===== src/rtl/reg_scoreboard.sv =====
// -----------------------------------------------------------------------------
// reg_scoreboard
// Issue-side hazard scheduler for a dual-issue GPR file (2 issue slots, 2 write
// ports). It keeps a pending-write counter for each architectural register and
// gates issue of each slot until all of that slot's enabled sources are free.
// It also resolves RAW and WAW dependencies within an issue pair.
//
// Ports
//   clk, rst            clock; synchronous active-high reset
//   flush               kills every in-flight write (all counters cleared)
//   ex_ready            execute stage can accept this cycle
//   id_valid[1:0]       slot valids; slot1 is younger than slot0
//   id0_* / id1_*       per-slot source enables {rs2,rs1}, source addresses,
//                       destination write-enable and destination address
//   wb_en[1:0]          regfile write-port enables; [0] = port1, [1] = port2
//   wb_addr1/wb_addr2   regfile write-port addresses
//   issue_go[1:0]       combinational: slot accepted this cycle
//   busy_vec            registered: bit i set while register i has writes pending
//   stall_cycles        registered, saturating count of hazard-stall cycles
//   sb_err              registered, sticky: a counter underflow was seen
// -----------------------------------------------------------------------------
module reg_scoreboard #(
    parameter int NUM_REGS = 32,
    parameter int CNT_W    = 2,
    parameter int PERF_W   = 32
) (
    input  logic                        clk,
    input  logic                        rst,
    input  logic                        flush,
    input  logic                        ex_ready,
    input  logic [1:0]                  id_valid,
    input  logic [1:0]                  id0_rs_en,
    input  logic [$clog2(NUM_REGS)-1:0] id0_rs1,
    input  logic [$clog2(NUM_REGS)-1:0] id0_rs2,
    input  logic                        id0_we,
    input  logic [$clog2(NUM_REGS)-1:0] id0_rd,
    input  logic [1:0]                  id1_rs_en,
    input  logic [$clog2(NUM_REGS)-1:0] id1_rs1,
    input  logic [$clog2(NUM_REGS)-1:0] id1_rs2,
    input  logic                        id1_we,
    input  logic [$clog2(NUM_REGS)-1:0] id1_rd,
    input  logic [1:0]                  wb_en,
    input  logic [$clog2(NUM_REGS)-1:0] wb_addr1,
    input  logic [$clog2(NUM_REGS)-1:0] wb_addr2,
    output logic [1:0]                  issue_go,
    output logic [NUM_REGS-1:0]         busy_vec,
    output logic [PERF_W-1:0]           stall_cycles,
    output logic                        sb_err
);

    localparam int AW = $clog2(NUM_REGS);
    localparam logic [CNT_W-1:0] CNT_MAX = '1;

    logic [CNT_W-1:0]    cnt_r [NUM_REGS];
    logic [CNT_W-1:0]    cnt_nxt_s [NUM_REGS];
    logic [NUM_REGS-1:0] busy_nxt_s;
    logic [NUM_REGS-1:0] busy_vec_r;
    logic [PERF_W-1:0]   stall_cycles_r;
    logic                sb_err_r;
    logic                underflow_s;
    logic                stall_inc_s;
    logic                hz0_s;
    logic                hz1_s;
    logic                full0_s;
    logic                full1_s;
    logic                raw_s;
    logic                waw_s;
    logic [1:0]          issue_go_s;

    // Hazard detection and issue gating; uses only the current registered counts.
    always_comb begin
        hz0_s   = (id0_rs_en[0] && (id0_rs1 != AW'(0)) && (cnt_r[id0_rs1] != CNT_W'(0))) ||
                  (id0_rs_en[1] && (id0_rs2 != AW'(0)) && (cnt_r[id0_rs2] != CNT_W'(0)));
        hz1_s   = (id1_rs_en[0] && (id1_rs1 != AW'(0)) && (cnt_r[id1_rs1] != CNT_W'(0))) ||
                  (id1_rs_en[1] && (id1_rs2 != AW'(0)) && (cnt_r[id1_rs2] != CNT_W'(0)));
        full0_s = id0_we && (id0_rd != AW'(0)) && (cnt_r[id0_rd] == CNT_MAX);
        full1_s = id1_we && (id1_rd != AW'(0)) && (cnt_r[id1_rd] == CNT_MAX);
        // slot1 reading what the older slot0 writes in the same pair
        raw_s   = id0_we && (id0_rd != AW'(0)) &&
                  ((id1_rs_en[0] && (id1_rs1 == id0_rd)) || (id1_rs_en[1] && (id1_rs2 == id0_rd)));
        // both slots writing the same register would need an increment of 2
        waw_s   = id0_we && id1_we && (id0_rd == id1_rd) && (id1_rd != AW'(0));
        issue_go_s[0] = id_valid[0] && ex_ready && !flush && !rst && !hz0_s && !full0_s;
        issue_go_s[1] = issue_go_s[0] && id_valid[1] && !hz1_s && !full1_s && !raw_s && !waw_s;
        stall_inc_s   = id_valid[0] && ex_ready && !flush && !issue_go_s[0];
    end

    // Next pending-write counts: issue increments, writeback decrements, clamp on underflow.
    always_comb begin
        logic [CNT_W:0] inc_v;
        logic [CNT_W:0] dec_v;
        logic [CNT_W:0] sum_v;
        inc_v        = '0;
        dec_v        = '0;
        sum_v        = '0;
        underflow_s  = 1'b0;
        cnt_nxt_s[0] = '0;
        busy_nxt_s   = '0;
        for (int i = 1; i < NUM_REGS; i++) begin
            inc_v = (CNT_W+1)'(issue_go_s[0] && id0_we && (id0_rd == AW'(i))) +
                    (CNT_W+1)'(issue_go_s[1] && id1_we && (id1_rd == AW'(i)));
            dec_v = (CNT_W+1)'(wb_en[0] && (wb_addr1 == AW'(i))) +
                    (CNT_W+1)'(wb_en[1] && (wb_addr2 == AW'(i)));
            sum_v = {1'b0, cnt_r[i]} + inc_v;
            if (dec_v > sum_v) begin
                cnt_nxt_s[i] = '0;
                underflow_s  = 1'b1;
            end else begin
                cnt_nxt_s[i] = CNT_W'(sum_v - dec_v);
            end
            busy_nxt_s[i] = (cnt_nxt_s[i] != CNT_W'(0));
        end
    end

    // State update: reset beats flush, flush clears all pending writes but keeps sb_err.
    always_ff @(posedge clk) begin
        if (rst) begin
            for (int i = 0; i < NUM_REGS; i++) begin
                cnt_r[i] <= '0;
            end
            busy_vec_r     <= '0;
            stall_cycles_r <= '0;
            sb_err_r       <= 1'b0;
        end else if (flush) begin
            for (int i = 0; i < NUM_REGS; i++) begin
                cnt_r[i] <= '0;
            end
            busy_vec_r <= '0;
        end else begin
            for (int i = 0; i < NUM_REGS; i++) begin
                cnt_r[i] <= cnt_nxt_s[i];
            end
            busy_vec_r <= busy_nxt_s;
            if (underflow_s) begin
                sb_err_r <= 1'b1;
            end
            if (stall_inc_s && (stall_cycles_r != {PERF_W{1'b1}})) begin
                stall_cycles_r <= stall_cycles_r + PERF_W'(1);
            end
        end
    end

    assign issue_go     = issue_go_s;
    assign busy_vec     = busy_vec_r;
    assign stall_cycles = stall_cycles_r;
    assign sb_err       = sb_err_r;

endmodule


===== config.mk =====
export PLATFORM = sky130hd
export DESIGN_NAME = reg_scoreboard
export DESIGN_NICKNAME = d
export VERILOG_FILES = /design/src/rtl/reg_scoreboard.sv
export SDC_FILE = /design/constraint.sdc
export NUM_CORES = 1
export LEC_CHECK = 0
export CAP_MARGIN = 40
export CORE_UTILIZATION = 35
export CTS_CLUSTER_SIZE = 12
export DETAILED_ROUTE_END_ITERATION = 6
export GPL_ROUTABILITY_DRIVEN = 0
export PLACE_DENSITY = 0.65
export SLEW_MARGIN = 20
export SYNTH_ARGS = -nofsm -noshare
export SYNTH_HDL_FRONTEND = slang
export SYNTH_SLANG_ARGS = --single-unit

===== constraint.sdc =====
create_clock -name clk -period 5.6 [get_ports clk]
set_input_delay 0.56 -clock clk [delete_from_list [all_inputs] [get_ports clk]]
set_output_delay 0.56 -clock clk [all_outputs]
set_load 0.05 [all_outputs]

==> results.ini <==
[yosys]
synthDistinctLibCells=58
synth.most_common_cell=sky130_fd_sc_hd__nor2_1
yosysSeqAreaShare=0.260
post_synth_instance_area_um2=12100
ys_seq_elements=126
synth_enable_flop_cells=62
syn_avg_cell_area_um2=8.70
netlist_top_cells_area=sky130_fd_sc_hd__ha_1 (16%), sky130_fd_sc_hd__edfxtp_1 (15%), sky130_fd_sc_hd__dfxtp_1 (11%)
synthFlopType=sky130_fd_sc_hd__dfxtp_1
synth.top_cell.area_share=0.161
synth_top_cells_by_count=sky130_fd_sc_hd__nor2_1 (162), sky130_fd_sc_hd__ha_1 (156), sky130_fd_sc_hd__inv_1 (135)
ys_async_sr_fraction=0
synth_top_area_cell=sky130_fd_sc_hd__ha_1
ys.warnings.count=0
cell_count_after_synthesis=1392

[die]
die-width_um=188
floorplan.die.height_um=188
ios=121
initial_core_utilization=0.358
core_area_um2=33800
die_area_um2=35300
placement_rows=67

[global_routing]
grt-ovfl-total=0
antenna_found_initial=0
first_global_vias=10800
grtUsageTotal=0.227
largest_net_degree_at_the_start_of_global_routing=58
grt_first_pass_wirelength_um=61000

[job]
max-cap-violations=0

[sta]
hold_viol_final=0
report.final.slew_viol_count=0
period_share=0.920
tightestPinTransition_ns=0.733
worst_slew_margin_rel=0.511
grt_setup_unrepaired=false
setup_viol=0
setup_total_negative_slack_ns=0
period_needed_ns=5.15
fin_skew_ns=0.0160
fmax_ghz=0.194

[clock_network]
cts_tree=built
post-cts-setup-buffers=0
cts_resized=0
h_tree_lvls=4
clk_transition_reported_paths_ns=0.06
cts_buffers=17
number_of_buffers_inserted_by_hold_repair_at_cts=0
cts.sinks=126
ctsRootBufferMaster=sky130_fd_sc_hd__clkbuf_16
clk_latency_ns=0.45
cts_max_path_buffers=2

[finish]
num-fill-cells=3290
final_core_utilization=0.437
finalInstanceArea_um2=14800
layout-drive-gt1-share=0.0996
finish.cell_count_without_fillers=2025
multiInputGateArea_um2=8410
layout.area.seq_um2=3140
n_antenna_cell=0
layout.nets=1805
flow.area_growth_from_synthesis_pct=22.0

[worst_hold_path]
hold_path.class=reg2reg

[route]
drtPass1Iterations=6
drtAntennaViolNets=0
drt_drc_violations_left=0
drt-vias-per-instance=5.50
drt-initial-drc-count=1133
drt-wirelength-per-cell_um=19.5
drt_wl_total_um=39500
num_vias=11100

[setup_path]
critPathTopFamily=simple AND/OR/NAND/NOR gates
crit_fanout=27
cpPeakStageDelay_ns=0.63
crit_path_top_delay_cell=sky130_fd_sc_hd__clkdlybuf4s50_1
critical_path.cell_chain=clkdlybuf4s50_1 -> mux4_2 -> nor2b_1 -> a211oi_1 -> a21oi_1 -> a211o_1 -> nor4b_4 -> o2111ai_2 -> buf_12 -> nor3_1 -> fa_1 -> ha_1 -> inv_1 -> ha_1 -> nand2b_1 -> a21oi_1 -> nand2_1 -> nand4_1 -> nor4_1 -> buf_4 -> a21oi_1 -> nor2_1 -> nor2_1
critical_path.most_common_cell=sky130_fd_sc_hd__a21oi_1
cp.arrival_ns=5.46
setup.worst_path.end_class=flip-flop
worst-path-buf-inv=4
worst-endpoint-required_ns=5.90
worstSetupPathType=in2reg
startpoint_type=input port

[status]
run_status=complete, no violations

[place]
dp_wirelength_um=30800
dpl-instance-area_um2=14200
port_buffers=119
placedCellCount=1993

[pwr]
power.total_w=0.00284
powerDensity_nw_per_um2=192
leakage_nw=6.41
vdd_drop_max_v=0.000234

state kept, by name, indices dropped and copies added (netlist names):
register and count:
stall_cycles 32, cnt_r 62, sb_err 1, busy_vec 31
layer usage:
layer	vias to the layer above	GRT usage	wire length [um]
met5	-	0	0
met4	0	0.0991	1540
met3	115	0.0618	4070
met2	619	0.349	17400
met1	5294	0.297	16500
li1	5116	-	-
worst reg2reg max path, cell delays in order, from the launching register on:
cell and delay (ns):
sky130_fd_sc_hd__edfxtp_1 0.51, sky130_fd_sc_hd__nor2_1 0.57, sky130_fd_sc_hd__mux4_2 0.36, sky130_fd_sc_hd__mux2_2 0.14
sky130_fd_sc_hd__or3_1 0.09, sky130_fd_sc_hd__nand4_1 0.26, sky130_fd_sc_hd__nor4b_4 0.40, sky130_fd_sc_hd__o2111ai_2 0.20
sky130_fd_sc_hd__buf_12 0.22, sky130_fd_sc_hd__nor3_1 0.29, sky130_fd_sc_hd__fa_1 0.24, sky130_fd_sc_hd__ha_1 0.22
sky130_fd_sc_hd__inv_1 0.06, sky130_fd_sc_hd__ha_1 0.26, sky130_fd_sc_hd__nand2b_1 0.09, sky130_fd_sc_hd__a21oi_1 0.08
sky130_fd_sc_hd__nand2_1 0.12, sky130_fd_sc_hd__nand4_1 0.15, sky130_fd_sc_hd__nor4_1 0.36, sky130_fd_sc_hd__buf_4 0.17
sky130_fd_sc_hd__a21oi_1 0.06, sky130_fd_sc_hd__nor2_1 0.10, sky130_fd_sc_hd__nor2_1 0.05
logic make-up (layout without fill, tap and decap cells):
logic type | Yosys count | count (layout) | synth area share
and+or+nand+nor | 643 | 643 | 0.267
buffers and inverters | 200 | 324 | 0.0652
adders and majority gates | 187 | 187 | 0.212
DFF | 126 | 126 | 0.260
AOI/OAI and AO/OA | 113 | 113 | 0.0555
muxes | 75 | 75 | 0.106
xor gates and xnor gates | 46 | 46 | 0.0333
other | 2 | 63 | 0.000620
through the flow:
stage / hold slack [ns] / setup slack, ns
after floorplan: 0.697 / 1.07
after global placement: 0.475 / 0.122
after detailed placement: 0.484 / 0.0563
after CTS: 0.493 / 0.502
after global routing: 0.543 / 0.172
final: 0.499 / 0.449
area by class of cell:
type,instances,share of cell area
Clock buffer,17,0.0288
Tap cell,448,0.0379
Timing Repair Buffer,155,0.104
Sequential cell,126,0.213
Multi-Input combinational cell,1127,0.569
Inverter,137,0.0348
Clock inverter,15,0.0131
power by group:
group          internal (W)  switching [W]  leakage, nW
logic              0.000241       0.000351         4.96
clock network      0.000742       0.000457        0.291
registers           0.00101      0.0000466         1.16
cells in the final DEF, fill, tap and decap left out, types with 17 or more instances in the layout:
cell	netlist	final
sky130_fd_sc_hd__nor3_1	92	92
sky130_fd_sc_hd__mux2_1	21	21
sky130_fd_sc_hd__buf_4	2	31
sky130_fd_sc_hd__ha_1	156	156
sky130_fd_sc_hd__clkdlybuf4s50_1	0	116
sky130_fd_sc_hd__nor2b_1	36	36
sky130_fd_sc_hd__fa_1	31	31
sky130_fd_sc_hd__nand2_1	113	113
sky130_fd_sc_hd__or2_2	36	36
sky130_fd_sc_hd__and3_1	45	45
sky130_fd_sc_hd__dfxtp_1	64	64
sky130_fd_sc_hd__nor2_1	162	162
sky130_fd_sc_hd__clkbuf_16	0	17
sky130_fd_sc_hd__nand4_1	27	27
sky130_fd_sc_hd__inv_1	135	135
sky130_fd_sc_hd__nand2b_1	40	40
sky130_fd_sc_hd__edfxtp_1	62	62
sky130_fd_sc_hd__mux4_2	40	40
sky130_fd_sc_hd__a21oi_1	61	61
sky130_fd_sc_hd__nand3_1	50	50
sky130_fd_sc_hd__xnor2_1	37	37
sky130_fd_sc_hd__conb_1	2	63
final timing paths:
check | from | end | slack, ns | cells past startpoint
hold reg to reg | stall_cycles[23] | stall_cycles[23] | 0.50 | 2
setup / recovery | id0_rd[0] | sb_err | 0.45 | 23
setup reg to reg | cnt_r[22][0] | sb_err | 0.46 | 22
hold / removal | stall_cycles[23] | stall_cycles[23] | 0.50 | 2
Note: power is estimated with default switching activity, not from simulation.
